## src/rtl/gpr_pkg.sv

```systemverilog
// Shared types and default sizes for the multi-port general-purpose register file.
package gpr_pkg;
  typedef enum logic {
    GPR_INIT = 1'b0,
    GPR_RUN  = 1'b1
  } gpr_state_e;

  localparam int GPR_DATA_W   = 32;
  localparam int GPR_NUM_REGS = 32;
  localparam int GPR_ZERO_IDX = 0;
endpackage

```

## src/rtl/gpr_read_port.sv

```systemverilog
// One read mux: busy stall, hardwired zero register, then optional write bypass over array data.
module gpr_read_port
  import gpr_pkg::*;
#(
  parameter int DATA_W = GPR_DATA_W,
  parameter int ADDR_W = 5
) (
  input  logic [ADDR_W-1:0] num,
  input  logic [DATA_W-1:0] arr_data,
  input  logic              arr_pending,
  input  logic              busy,
  input  logic              byp_hit,
  input  logic [DATA_W-1:0] byp_data,
  input  logic              byp_pending,
  output logic [DATA_W-1:0] data,
  output logic              pending
);
  localparam logic [ADDR_W-1:0] ZERO_IDX = ADDR_W'(GPR_ZERO_IDX);

  // Busy wins over the zero register so the whole pipe stalls during the clear sequence.
  always_comb begin
    data    = arr_data;
    pending = arr_pending;
    if (busy) begin
      data    = '0;
      pending = 1'b1;
    end else if (num == ZERO_IDX) begin
      data    = '0;
      pending = 1'b0;
    end else if (byp_hit) begin
      data    = byp_data;
      pending = byp_pending;
    end
  end
endmodule

```

## src/rtl/gpr_multiport.sv

```systemverilog
// Parametrised register file with zero register, sequential clear, pending scoreboard and
// NUM_RD combinational read ports. Define GPR_BYPASS_EN to forward same-cycle writes to reads.
module gpr_multiport
  import gpr_pkg::*;
#(
  parameter int DATA_W   = GPR_DATA_W,
  parameter int NUM_REGS = GPR_NUM_REGS,
  parameter int ADDR_W   = $clog2(NUM_REGS),
  parameter int NUM_RD   = 2
) (
  input  logic                     clock,
  input  logic                     reset,
  input  logic [NUM_RD*ADDR_W-1:0] rd_num,
  output logic [NUM_RD*DATA_W-1:0] rd_data,
  output logic [NUM_RD-1:0]        rd_pending,
  input  logic                     reg_write,
  input  logic [ADDR_W-1:0]        num_write,
  input  logic [DATA_W-1:0]        data_write,
  input  logic                     alloc_valid,
  input  logic [ADDR_W-1:0]        alloc_num,
  output logic                     init_busy,
  output gpr_state_e               state_dbg
);
  localparam logic [ADDR_W-1:0] LAST_IDX = ADDR_W'(NUM_REGS - 1);
  localparam logic [ADDR_W-1:0] ZERO_IDX = ADDR_W'(GPR_ZERO_IDX);

  gpr_state_e          state;
  gpr_state_e          state_next;
  logic [ADDR_W-1:0]   clr_idx;
  logic [DATA_W-1:0]   regs [NUM_REGS];
  logic [NUM_REGS-1:0] pending;
  logic                run;
  logic                wr_en;
  logic                al_en;

  always_ff @(posedge clock) begin
    if (reset) state <= GPR_INIT;
    else       state <= state_next;
  end

  always_comb begin
    state_next = state;
    if (state == GPR_INIT && clr_idx == LAST_IDX) state_next = GPR_RUN;
  end

  always_comb begin
    init_busy = (state == GPR_INIT);
    run       = (state == GPR_RUN);
    state_dbg = state;
  end

  assign wr_en = run && !reset && reg_write && (num_write != ZERO_IDX);
  assign al_en = run && !reset && alloc_valid && (alloc_num != ZERO_IDX);

  // Alloc is applied after the write clear so a same-index pair leaves the bit set.
  always_ff @(posedge clock) begin
    if (reset) begin
      clr_idx <= ADDR_W'(1);
      pending <= '0;
    end else if (init_busy) begin
      clr_idx <= clr_idx + 1'b1;
    end else begin
      if (wr_en) pending[num_write] <= 1'b0;
      if (al_en) pending[alloc_num] <= 1'b1;
    end
  end

  always_ff @(posedge clock) begin
    if (!reset && init_busy) regs[clr_idx]   <= '0;
    else if (wr_en)          regs[num_write] <= data_write;
  end

  for (genvar i = 0; i < NUM_RD; i++) begin : g_rd
    logic [ADDR_W-1:0] num;
    logic              hit;
    logic              hit_pend;

    assign num = rd_num[i*ADDR_W +: ADDR_W];
`ifdef GPR_BYPASS_EN
    assign hit      = wr_en && (num_write == num);
    assign hit_pend = al_en && (alloc_num == num);
`else
    assign hit      = 1'b0;
    assign hit_pend = 1'b0;
`endif

    gpr_read_port #(
      .DATA_W(DATA_W),
      .ADDR_W(ADDR_W)
    ) u_port (
      .num        (num),
      .arr_data   (regs[num]),
      .arr_pending(pending[num]),
      .busy       (init_busy),
      .byp_hit    (hit),
      .byp_data   (data_write),
      .byp_pending(hit_pend),
      .data       (rd_data[i*DATA_W +: DATA_W]),
      .pending    (rd_pending[i])
    );
  end
endmodule

```

## config.mk

```make
export PLATFORM = sky130hd
export DESIGN_NAME = gpr_multiport
export DESIGN_NICKNAME = d
export VERILOG_FILES = /design/src/rtl/gpr_pkg.sv /design/src/rtl/gpr_read_port.sv /design/src/rtl/gpr_multiport.sv
export SDC_FILE = /design/constraint.sdc
export NUM_CORES = 1
export LEC_CHECK = 0
export CORE_MARGIN = 3
export CORE_UTILIZATION = 30
export DETAILED_ROUTE_END_ITERATION = 8
export RECOVER_POWER = 100
export SYNTH_ARGS = -nofsm -noshare
export SYNTH_HDL_FRONTEND = slang
export SYNTH_SLANG_ARGS = --single-unit
```

## constraint.sdc

```tcl
create_clock -name clock -period 4 [get_ports clock]
set_input_delay 0.4 -clock clock [delete_from_list [all_inputs] [get_ports clock]]
set_output_delay 0.4 -clock clock [all_outputs]
set_load 0.05 [all_outputs]
```

Yosys cells after proc, flatten, opt, wreduce, memory -nomap -nowiden --
Memories as Yosys holds them, arrays and structs flattened. Cells that the tools add are included.
Word-level totals: logic and storage cells 59, output and inout port bits 68, RAM bits 1024, memories kept 1, bits in latches 0, memory bits (read-only) 0, input bits 56, flip-flop bits (word level) 38
Memories:
- regs | words 32, bits a word 32, rd ports 2, clocked after memory_dff 0, write ports 1, RTL line gpr_multiport.sv:30 | logic [DATA_W-1:0] regs [NUM_REGS];
Operators by class: divide/modulo/power cells 0, multiply operators 0, reduce and logical (&&, ||, !) cells 15, bitwise gates (word level) 4, muxes and demuxes 28, eq/ne operators 1, shift-type cells 0, $lt $le $gt $ge 6, $add $sub $neg 1
Operator list (number):
- 32-bit 2-to-1 mux | 9
- 32-bit bitwise AND | 1
- 32-bit NOT | 1
- 32-bit OR | 1
- 32-bit OR reduction | 1
- 5-bit by 6-bit less-than comparator with 1-bit output, second input constant | 4
- 1-bit 2-to-1 mux | 14
- 1-bit binary-select mux with 5-bit select | 2
- 1-bit demux with 5-bit select | 2
- 5-bit by 1-bit >= comparator with 1-bit output, second input constant | 2
- 5-bit zero test | 2
- 5-bit nonzero test | 2
- 1-bit logical AND | 9
- 5-bit by 1-bit adder with 5-bit output, second input constant | 1
- 5-bit == test, second input constant | 1
- 5-bit 2-to-1 mux | 1
- 1-bit zero test | 1
- 1-bit NOT | 1

Depth between registers and ports, before layout --
depth in word-level cells 11, gate-level depth with buffers 8, gate-level depth less buffers 5

Modules after synthesis --
A second synthesis with hierarchy kept.
Unflattened totals: cell total of the unflattened synthesis 3902, area total of the unflattened synthesis 53272.3 µm²
Modules (own cells, without submodules):
- gpr_multiport | cells an instance 3736, instances 1, area each 51460.6 µm²
- gpr_read_port | cells an instance 83, instances 2, area each 905.9 µm²

Worst setup path after synthesis --
Ideal clock, no wire load.
path type register -> register, from register state (netlist: state_dbg), to memory regs[14][0] (netlist bit), enable pin, period minus slack after synthesis 4460 ps, arrival time 3999 ps, data required time 3539 ps, setup slack -460 ps, stages on the path, launching flop included 6, library setup time 461 ps, path through dfxtp_1 -> clkbuf_1 -> nand3b_1 -> a21oi_1 -> mux2_2 -> nor3_1
Between the ends: cells in the longest elaborated chain, start to end 8, elaborated cells on any way between the ends 13, those cells by class mux (7); bitwise (1); reduce/logical (5)
Ends and longest elaborated chain:
- from (decl) | RTL line gpr_multiport.sv:27 | gpr_state_e state;
- from (signal assigned) | RTL line gpr_multiport.sv:38 | else state <= state_next;
- 1-bit logical AND (3 in series) | RTL line gpr_multiport.sv:52 | assign wr_en = run && !reset && reg_write && (num_write != ZERO_IDX);
- 1-bit 2-to-1 mux | RTL line gpr_multiport.sv:70 | else if (wr_en) regs[num_write] <= data_write;
- 1-bit 2-to-1 mux | RTL line gpr_multiport.sv:69 | if (!reset && init_busy) regs[clr_idx] <= '0;
- 1-bit 2-to-1 mux (not written as such) | RTL line gpr_multiport.sv:70
- 32-bit OR reduction (no line)
- 5-bit 2-to-1 mux (no line) / 1-bit 2-to-1 mux (equally long branches)
- to (decl) | RTL line gpr_multiport.sv:30
Several ways; a longest one is shown, not always the timed one.

Worst setup path after layout --
from input num_write[4], to memory regs[16][12] (netlist bit), enable pin
Between the ends: cells in the longest elaborated chain, start to end 7, elaborated cells on any way between the ends 8, those cells by class mux (5); reduce/logical (3)
Ends and longest elaborated chain:
- from (decl) | RTL line gpr_multiport.sv:17 | input logic [ADDR_W-1:0] num_write,
- 5-bit nonzero test | RTL line gpr_multiport.sv:52
- 1-bit logical AND | RTL line gpr_multiport.sv:52
- 1-bit 2-to-1 mux | RTL line gpr_multiport.sv:70
- 1-bit 2-to-1 mux | RTL line gpr_multiport.sv:69
- 1-bit 2-to-1 mux (not written as such) | RTL line gpr_multiport.sv:70
- 32-bit OR reduction (no line)
- 5-bit 2-to-1 mux (no line) / 1-bit 2-to-1 mux (equally long branches)
Several ways; a longest one is shown, not always the timed one.

==> impl_metrics.ini <==
[power]
peakVddDrop_v = 0.000330
leakagePower_nw = 16.2
powerDensity_nw_per_um2 = 414

[timing]
period_minus_slack_ns = 3.96
finalSetupTns_ns = 0
tightest_slew_ns = 2.17
worst_slack_ns = 0.0425
setup_viol = 0
fin_skew_ns = 0.0482
drv_slew = 9
period_share_pct = 98.9
rsz0062_at_grt = false
slew_headroom_pct = -46.4
clock.fmax_mhz = 253
finalHoldViolCount = 0

[floorplanning]
rows = 149
die_h_um = 414
pin_count = 124
start_util_pct = 30.2
fp.coreArea_um2 = 165000
die_area_um2 = 171000
dieWidth_um = 414

[drt]
drc = 0
wl_per_cell_um = 30.7
first_pass_iters = 6
vias_per_cell = 5.62
vias = 27500
first_iter_violations = 3532
ant_nets = 0
drt-total-wl_mm = 150

[setup_path]
critPathLaunchType = input pin
r2r_cells = 5
r2r-end = regs[1][18]$_DFFE_PP_
end_kind = register
cp.required_ns = 4.40
regToRegSetupSlack_ns = 0.28
crit_type = input pin to register
crit_path_start = num_write[4]
endpoint = regs[16][12]$_DFFE_PP_
cp.arrival_ns = 4.35
critPathMaxFanout = 17
r2r-start = state_dbg$_SDFFE_PP0P_

[global_route]
overflow = 0
use_met1_pct = 24.5
grt_pass1_wl_mm = 213
grt_pass1_vias = 27900
grt_max_degree = 72
top_usage_layer = met2
met3_usage_pct = 2.65
track_usage_pct = 17.5
grt_use_met2_pct = 28.6
antenna_found_initial = 3

[yosys]
synth-seq-area-share_pct = 63.1
async_flop_share_pct = 0
yosys_warnings = 0
synth_nets = 2467
yosys_most_used_dff = edfxtp_1
yosysUniqueCellTypes = 51
syn_area_per_cell_um2 = 20.7
synth_edf_count = 1024
ys_seq_elements = 1062
syn_inst = 2409
syn_area_um2 = 49900

[clock_tree]
insertion_delay_ns = 0.73
h-tree-depth = 3
cts.root.buffer_cell = clkbuf_16
cts_setup_buffers = 0
clkSinkCount = 1062
cts_made_buffers = 109
cts_buffer_depth = 3
hold_buffers = 0
cts_resized = 0
path_clk_slew_ns = 0.06
cts_tree = yes

[run]
drv_cap = 1

[final_layout]
layout.cells.non_filler = 4902
antenna_cells = 0
stdcell_area_um2 = 58100
final_common_cell = edfxtp_1
final_cell_mix = 1,024 x edfxtp_1, 652 x mux4_2, 112 x clkbuf_16
final_nets = 2676
drive_gt1_share_pct = 39.6
fill_cells = 15300
syn2layout_area_growth_pct = 16.5

[hold_path]
min_path_type = register to register

[outcome]
outcome = finished with violations
violations = capacitance limit, slew limit

[place]
gp_congestion = 0.874
place_hpwl_mm = 87.1
place_area_um2 = 55200
dp_cells = 4696
dp_slack_ns = 0.537
portBuffers = 123
synth_stat cells, types with 4 or more instances:
master    count  area share [%]
edfxtp_1   1024              62
mux4_2      652              29
clkbuf_1     93            0.70
nand3_1      73            0.73
o21ai_1      64            0.64
inv_1        50            0.38
dfxtp_1      38             1.5
nor2_1       37            0.28
and2_1       34            0.43
buf_2        32            0.32
clkinv_1     31            0.23
o21ai_0      29            0.29
nand2_1      28            0.21
nor3_1       28            0.28
buf_6        26            0.59
buf_1        23            0.17
a21oi_1      22            0.22
buf_4        19            0.29
mux2i_1      18            0.36
a31oi_1      10            0.13
o211ai_1     10            0.15
or3_1         8            0.10
nor2b_1       6           0.075
mux2_2        5            0.11
nand4_1       4           0.050
nor4_1        4           0.050
flip-flops by register name, indices dropped and copies added (netlist names):
register and count:
clr_idx 5, pending 32, regs 1024, state_dbg 1
how the worst min path moves through the flow:
stage / start / endpoint / slack, ns / depth (start not counted)
after floorplan: pending[0]$_SDFFE_PP0P_ / pending[0]$_SDFFE_PP0P_ / 0.45 / 1
after global placement: pending[27]$_SDFFE_PP0P_ / pending[27]$_SDFFE_PP0P_ / 0.48 / 2
after detailed placement: pending[0]$_SDFFE_PP0P_ / pending[0]$_SDFFE_PP0P_ / 0.48 / 1
after CTS: reset / state_dbg$_SDFFE_PP0P_ / 0.44 / 3
after global routing: pending[0]$_SDFFE_PP0P_ / pending[0]$_SDFFE_PP0P_ / 0.50 / 1
final: pending[0]$_SDFFE_PP0P_ / pending[0]$_SDFFE_PP0P_ / 0.49 / 1
layout make-up:
| type | count | area (um^2) | share of cell area, % |
|---|---|---|---|
| clock buffer | 137 | 2920 | 5.02 |
| clock inverter | 69 | 712 | 1.22 |
| inverter | 81 | 314 | 0.540 |
| multi-input combinational | 1072 | 17200 | 29.5 |
| sequential | 1062 | 31500 | 54.2 |
| tap | 2189 | 2740 | 4.71 |
| timing repair buffer | 292 | 2770 | 4.77 |
per-layer routing:
metal	up-vias	wire length [um]
li1	10900	-
met1	15100	61400
met2	1340	73700
met3	219	11400
met4	2	3890
met5	-	8
critical path: stages:
cell           delay [ns]
dlygate4sd3_1        0.69
or2_2                0.40
o311ai_0             1.70
a21boi_0             0.50
buf_4                0.21
nor2_4               0.05
clkbuf_4             0.38
metrics by stage:
| stage | hold WS (ns) | utilization, % | power (mW) |
|---|---|---|---|
| after CTS | 0.445 | 35.6 | 24.3 |
| final | 0.492 | 35.2 | 24.1 |
| after global routing | 0.496 | 35.2 | 24.8 |
| after global placement | 0.479 | 33.4 | 14.0 |
| after floorplan | 0.451 | - | 13.5 |
| after detailed placement | 0.478 | 33.4 | 14.0 |
cell families after synthesis:
logic type	share of synthesized area, %
fa+ha+maj	0.0501
buf+inv	2.70
simple gates	2.46
compound gates	1.73
xor+xnor	0.0526
flops	63.1
mux	29.9
power by group:
| part | internal (mW) | total (mW) | switching, mW |
|---|---|---|---|
| logic | 0.716 | 1.51 | 0.795 |
| clock network | 5.95 | 10.4 | 4.42 |
| registers | 12.1 | 12.2 | 0.0543 |
| total | 18.8 | 24.1 | 5.27 |
(Power assumes the default switching activity.)
